### src/rtl/shift_arbiter.sv
`default_nettype none
// ============================================================================
// Module      : shift_arbiter
// Description : Round-robin arbiter sharing one external logical shifter
//               between two requesters; registered response held until
//               accepted. Optional rotate support via SHIFT_ARBITER_ROTATE_EN.
// Revision    : 1.0 - initial release
// ============================================================================
module shift_arbiter #(
  parameter int WIDTH = 32,
  parameter int AMT_W = 5
) (
  input  logic             clk,
  input  logic             rst,
  input  logic             v0,
  input  logic             v1,
  output logic             rdy0,
  output logic             rdy1,
  input  logic [WIDTH-1:0] num0,
  input  logic [WIDTH-1:0] num1,
  input  logic [AMT_W-1:0] amt0,
  input  logic [AMT_W-1:0] amt1,
  input  logic [1:0]       op0,
  input  logic [1:0]       op1,
  output logic [WIDTH-1:0] sh_num,
  output logic [AMT_W-1:0] sh_amt,
  output logic             sh_op,
  input  logic [WIDTH-1:0] sh_out,
  output logic             rsp_valid,
  input  logic             rsp_ready,
  output logic [WIDTH-1:0] rsp_data,
  output logic             rsp_id,
  output logic             busy
);

  typedef enum logic [1:0] {
    S_IDLE   = 2'd0,
    S_SHIFT  = 2'd1,
    S_SHIFT2 = 2'd2,
    S_DONE   = 2'd3
  } state_t;

  state_t           r_state;
  state_t           w_state_nxt;
  logic             r_last_grant;
  logic             r_id;
  logic [WIDTH-1:0] r_sh_num;
  logic [AMT_W-1:0] r_sh_amt;
  logic             r_sh_op;
  logic [WIDTH-1:0] r_acc;

  logic             w_rdy0;
  logic             w_rdy1;
  logic             w_accept;
  logic [WIDTH-1:0] w_num_sel;
  logic [AMT_W-1:0] w_amt_sel;
  logic [1:0]       w_op_sel;

  // Grants are one-hot, so rdy1 alone selects the winning operands
  assign w_accept  = (v0 & w_rdy0) | (v1 & w_rdy1);
  assign w_num_sel = w_rdy1 ? num1 : num0;
  assign w_amt_sel = w_rdy1 ? amt1 : amt0;
  assign w_op_sel  = w_rdy1 ? op1  : op0;

`ifdef SHIFT_ARBITER_ROTATE_EN
  logic r_rot;
`else
  logic w_unused_rot;
  assign w_unused_rot = w_op_sel[1];
`endif

  always_ff @(posedge clk) begin
    if (rst) begin
      r_state <= S_IDLE;
    end else begin
      r_state <= w_state_nxt;
    end
  end

  always_comb begin
    w_state_nxt = r_state;
    w_rdy0      = 1'b0;
    w_rdy1      = 1'b0;
    case (r_state)
      S_IDLE: begin
        // last_grant=1 means requester 0 wins a tie, and vice versa
        w_rdy0 = v0 & (~v1 | r_last_grant);
        w_rdy1 = v1 & ~w_rdy0;
        if (w_accept) begin
          w_state_nxt = S_SHIFT;
        end
      end
      S_SHIFT: begin
`ifdef SHIFT_ARBITER_ROTATE_EN
        w_state_nxt = r_rot ? S_SHIFT2 : S_DONE;
`else
        w_state_nxt = S_DONE;
`endif
      end
`ifdef SHIFT_ARBITER_ROTATE_EN
      S_SHIFT2: begin
        w_state_nxt = S_DONE;
      end
`endif
      S_DONE: begin
        if (rsp_ready) begin
          w_state_nxt = S_IDLE;
        end
      end
      default: begin
        w_state_nxt = S_IDLE;
      end
    endcase
  end

  always_ff @(posedge clk) begin
    if (rst) begin
      r_last_grant <= 1'b1;
      r_id         <= 1'b0;
      r_sh_num     <= '0;
      r_sh_amt     <= '0;
      r_sh_op      <= 1'b0;
      r_acc        <= '0;
`ifdef SHIFT_ARBITER_ROTATE_EN
      r_rot        <= 1'b0;
`endif
    end else begin
      case (r_state)
        S_IDLE: begin
          if (w_accept) begin
            r_sh_num     <= w_num_sel;
            r_sh_amt     <= w_amt_sel;
            r_sh_op      <= w_op_sel[0];
            r_id         <= w_rdy1;
            r_last_grant <= w_rdy1;
`ifdef SHIFT_ARBITER_ROTATE_EN
            r_rot        <= w_op_sel[1] & (w_amt_sel != '0);
`endif
          end
        end
        S_SHIFT: begin
          r_acc <= sh_out;
`ifdef SHIFT_ARBITER_ROTATE_EN
          // Second pass shifts the other way by WIDTH-amt; since WIDTH is
          // 2**AMT_W, that is simply the AMT_W-bit negation of amt
          if (r_rot) begin
            r_sh_amt <= -r_sh_amt;
            r_sh_op  <= ~r_sh_op;
          end
`endif
        end
`ifdef SHIFT_ARBITER_ROTATE_EN
        S_SHIFT2: begin
          r_acc <= r_acc | sh_out;
        end
`endif
        default: begin
        end
      endcase
    end
  end

  assign rdy0      = w_rdy0;
  assign rdy1      = w_rdy1;
  assign sh_num    = r_sh_num;
  assign sh_amt    = r_sh_amt;
  assign sh_op     = r_sh_op;
  assign rsp_valid = (r_state == S_DONE);
  assign rsp_data  = r_acc;
  assign rsp_id    = r_id;
  assign busy      = (r_state != S_IDLE);

endmodule
`default_nettype wire

### config.mk
export PLATFORM = sky130hd
export DESIGN_NAME = shift_arbiter
export DESIGN_NICKNAME = d
export VERILOG_FILES = /design/src/rtl/shift_arbiter.sv
export SDC_FILE = /design/constraint.sdc
export NUM_CORES = 1
export LEC_CHECK = 0
export ABC_CLOCK_PERIOD_IN_PS = 1500
export CAP_MARGIN = 25
export CORE_UTILIZATION = 38
export DETAILED_ROUTE_END_ITERATION = 10
export MAX_ROUTING_LAYER = met4
export PLACE_DENSITY = 0.84
export SKIP_LAST_GASP = 1
export SLEW_MARGIN = 40
export SYNTH_ARGS = -nofsm -noshare
export SYNTH_HDL_FRONTEND = slang
export SYNTH_SLANG_ARGS = --single-unit
export TNS_END_PERCENT = 5
### constraint.sdc
create_clock -name clk -period 1.5 [get_ports clk]
set_input_delay 0.225 -clock clk [delete_from_list [all_inputs] [get_ports clk]]
set_output_delay 0.225 -clock clk [all_outputs]
set_load 0.02 [all_outputs]
# --- After elaboration in Yosys (flattened, before gate mapping) ---
# Index checks and enable logic that the tools add are counted.
op_classes:
  eq_ne: 4
  n_mux: 8
  n_reduce_logical: 4
  bitwise: 8
op_table:
  columns: ["op", "n"]
  rows:
  - ["32-bit 2-to-1 mux", 1]
  - ["2-bit one-hot mux with 3 select lines", 1]
  - ["5-bit 2-to-1 mux", 1]
  - ["1-bit bitwise AND", 4]
  - ["2-bit 2-to-1 mux", 2]
  - ["2-bit AND reduction", 2]
  - ["1-bit 2-to-1 mux", 3]
  - ["2-bit by 1-bit equality test with 1-bit output (second input constant)", 1]
  - ["2-bit equality test (second input constant)", 1]
  - ["2-bit zero test", 1]
  - ["2-bit by 1-bit != test with 1-bit output (second input constant)", 1]
  - ["2-bit != test (second input constant)", 1]
  - ["1-bit NOT", 2]
  - ["1-bit bitwise OR", 2]
  - ["2-bit nonzero test", 1]
word_totals:
  ff_bits: 74
  in_bits: 115
  wordCells: 31
  out_inout_bits: 75

# --- Logic depth before layout (Yosys ltp) ---
depth:
  word_depth: 10
  mapped_depth: 6
  ltp_nobuf: 4

# --- Worst setup path after synthesis ---
# Ideal clock, no wire load.
synth_timing:
  path_kind: "register to register"
  start: "register r_state[0]"
  end: "register r_sh_num[0] (netlist: sh_num[0])"
  n_path_buf: 2
  t_arrival_ns: 1.160
  period_less_slack_ns: 1.294
  required_ns: 1.366
  path_slack_ns: 0.206
  stages_incl_launch_ff: 6
  setup_ns: 0.134
  path_cell_list: "dfxtp_1 a211o_1 buf_6 buf_6 o21ai_0 a311oi_2"
synth_between:
  elab_chain_len: 5
synth_lines:
  columns: ["element", "line", "source"]
  rows:
  - ["start, declared", "43", "state_t r_state;"]
  - ["start signal, assigned", "76", "r_state <= w_state_nxt;"]
  - ["2-bit zero test (*)", "84, 128", null]
  - ["1-bit 2-to-1 mux", "84", "case (r_state)"]
  - ["1-bit bitwise AND", "60", "assign w_accept = (v0 & w_rdy0) | (v1 & w_rdy1);"]
  - ["1-bit bitwise OR", "60", null]
  - ["2-bit AND reduction (no line)", null, null]
  - ["end signal, assigned", "131", "r_sh_num <= w_num_sel;"]
  - ["end, declared", "47", "logic [WIDTH-1:0] r_sh_num;"]
# Mark *: on every way between the ends. The rest lies on a longest branch, timed or not.
# A chain may end at the register's enable or synchronous reset.

# --- Worst setup path after layout ---
layout_timing:
  start: "register r_sh_num[8] (netlist: sh_num[8])"
  end: "output sh_num[8]"
layout_rtl:
  columns: ["element", "line", "source"]
  rows:
  - ["end, declared", "25", "output logic [WIDTH-1:0] sh_num,"]
# No word-level cell between the ends.

==> flow_summary.yaml <==
die:
  fp.dieArea_um2: 8854
  initial_utilization_pct: 39.23
  rows: 33
  die_y_um: 94.10
  die_w_um: 94.10
  coreArea_um2: 8217
  io_pins: 190
sta:
  tightest_slew_ns: 0.4006
  finalHoldViolCount: 0
  finalWorstSetupSlack_ns: -0.03450
  slew_headroom_pct: 73.29
  grt_setup_unrepaired: "true"
  skew_ns: 0.009697
  min_period_ns: 1.535
  slew_violations: 0
  setup_violations: 43
  period_share_pct: 102.3
  fmax_mhz: 651.7
cts:
  htree_num_levels: 3
  cts_tree: "done"
  cts_root_buf: "clkbuf_8"
  clk_latency_ns: 0.33
  clkTransAtPathRegs_ns: 0.07
  numCtsBuffers: 9
  cts_buffer_depth: 2
  cts.sinks: 74
setup_path:
  critPathSlowestCell: "clkdlybuf4s50_1"
  worst_ep_arrival_time_ns: 1.31
  crit_path_start_kind: "flip-flop"
  cp-end-kind: "output port"
  max_stage_delay_ns: 0.64
  cp_max_fo: 2
  critPathRequiredTime_ns: 1.27
  r2r_setup_slack_ns: 0.10
  critPathBufInv: 1
  crit_family: "buffers and inverters"
  path_cells: "clkdlybuf4s50_1"
  path_class: "reg2out"
final_layout:
  synthToLayoutAreaGrowth_pct: 68.59
  drive_above_1_share_pct: 9.266
  antenna_cells: 0
  fin_nets: 682
  final_area_um2: 5434
route:
  final_antenna_net_count: 0
  wl_per_cell_um: 15.41
  vias: 3725
  first_iter_violations: 246
  drt_wl_total_mm: 10.43
  remaining_drc_errors: 0
  vias_per_cell: 5.502
  firstDrtPassIters: 6
synthesis:
  avgSynthCellArea_um2: 8.264
  yosys-top-cells-area: "dfxtp_1 46%, a21oi_1 11%, a311oi_1 10%"
  syn-num-nets: 505
  syn_area_um2: 3223
  yosysWarnings: 0
  ys_ff_latch: 74
  ys_types: 25
  yosysSeqAreaShare_pct: 45.96
  netlist.area_leader.share_pct: 45.96
  yosys.area.top_type: "dfxtp_1"
  synthCells: 390
grt:
  antenna_found_initial: 0
  grt_pass1_vias: 3413
  grt_overflow_total: 0
  grt_usage_pct: 23.42
  grt_start_max_net_pins: 46
  grt_pass1_wl_mm: 15.88
pwr:
  p_per_area_nw_per_um2: 1173
  p_leak_nw: 1.953
  ir_worst_vdd_uv: 608.4
  p_total_mw: 6.373
outcome:
  violations: "setup timing"
  status: "complete, but fails checks"
placement:
  hpwl_mm: 7.530
  dpl_worst_slack_ns: -0.3784
  post_dp_cell_area_um2: 5234
  gp_congestion: 0.7951
  port_buffers: 187
flow_run:
  cap_violations: 0
hold_path:
  hold_path.class: "in2reg"
## worst paths after layout
path                start            to  cells after the start
min reg2reg  rsp_data[13]  rsp_data[13]                      2
min                   rst        rsp_id                      2
max             sh_num[8]     sh_num[8]                      1
max reg2reg    r_state[1]     sh_num[9]                      7
## what timing repair did
action                                  CTS  global route
endpoints found under the setup margin   99           100
hold buffers                              0             0
cloned                                    0             0
buffers inserted                          0             0
resized for setup                        16             8
## metrics by stage
step | cells | setup TNS [ns] | utilization [%] | hold slack (ns)
final | 677 | -0.4910 | 66.13 | 0.2268
after detailed placement | 661 | -10.70 | 63.70 | 0.4470
after global routing | 677 | -3.994 | 66.13 | 0.2107
after CTS | 677 | -1.744 | 65.84 | 0.2081
after floorplan | 390 | 0 | - | 0.3110
after global placement | 661 | -8.520 | 63.70 | 0.4408
## metal layers
| metal | wire length (µm) | track usage, % |
|---|---|---|
| met1 | 4189 | 25.82 |
| met2 | 5073 | 39.72 |
| met3 | 918 | 6.068 |
| met4 | 248 | 10.38 |
| met5 | 0 | - |
## registers in the layout (all words and copies together) (netlist names)
| register | flops |
|---|---|
| rsp_id | 1 |
| sh_op | 1 |
| sh_num | 32 |
| sh_amt | 5 |
| rsp_data | 32 |
| r_last_grant | 1 |
| r_state | 2 |
## cell usage after synthesis, drive strengths merged
cell and count:
buf 29, or2 1, o211a 1, nand3 1, and2 1, a311oi 38
a211o 2, nand2 66, nor2 1, a21oi 72, o21ai 39, inv 5
clkbuf 18, dfxtp 74, a211oi 1, nand2b 1, nand4 38, o21bai 1
nor2b 1
## cell type report
| type | count | area (µm²) |
|---|---|---|
| sequential | 74 | 1481 |
| multi-input combinational | 264 | 1480 |
| tap | 105 | 131.4 |
| clock inverter | 5 | 30.03 |
| timing repair buffer | 213 | 2151 |
| clock buffer | 11 | 141.4 |
| inverter | 5 | 18.77 |
| fill | 651 | 2783 |
## logic make-up after synthesis
group / count (synthesis) / share of synthesized area (%)
AOI/OAI and AO/OA: 154 / 29.08
and+or+nand+nor: 110 / 16.34
DFF: 74 / 45.96
buffers and inverters: 52 / 8.618
## where the power goes
group | total [mW] | internal [mW] | switching [mW]
Combinational | 2.60 | 1.25 | 1.36
Sequential | 2.44 | 2.27 | 0.172
Clock | 1.33 | 0.637 | 0.691
Total | 6.37 | 4.15 | 2.22
## placed cells by master, fill, tap and decap left out, types with 2 or more instances in the layout
master	n
dlymetal6s2s_1	2
a21oi_1	71
buf_2	2
clkbuf_8	10
dfxtp_1	74
o21ai_1	7
inv_1	3
nand4_1	38
clkdlybuf4s50_1	179
clkinv_2	3
a311oi_1	37
a211o_1	2
nand2_1	66
buf_4	18
clkdlybuf4s15_2	3
inv_2	2
o21ai_0	32
buf_12	6
clkinvlp_4	2
No activity file was read; power rests on OpenSTA's default activity.
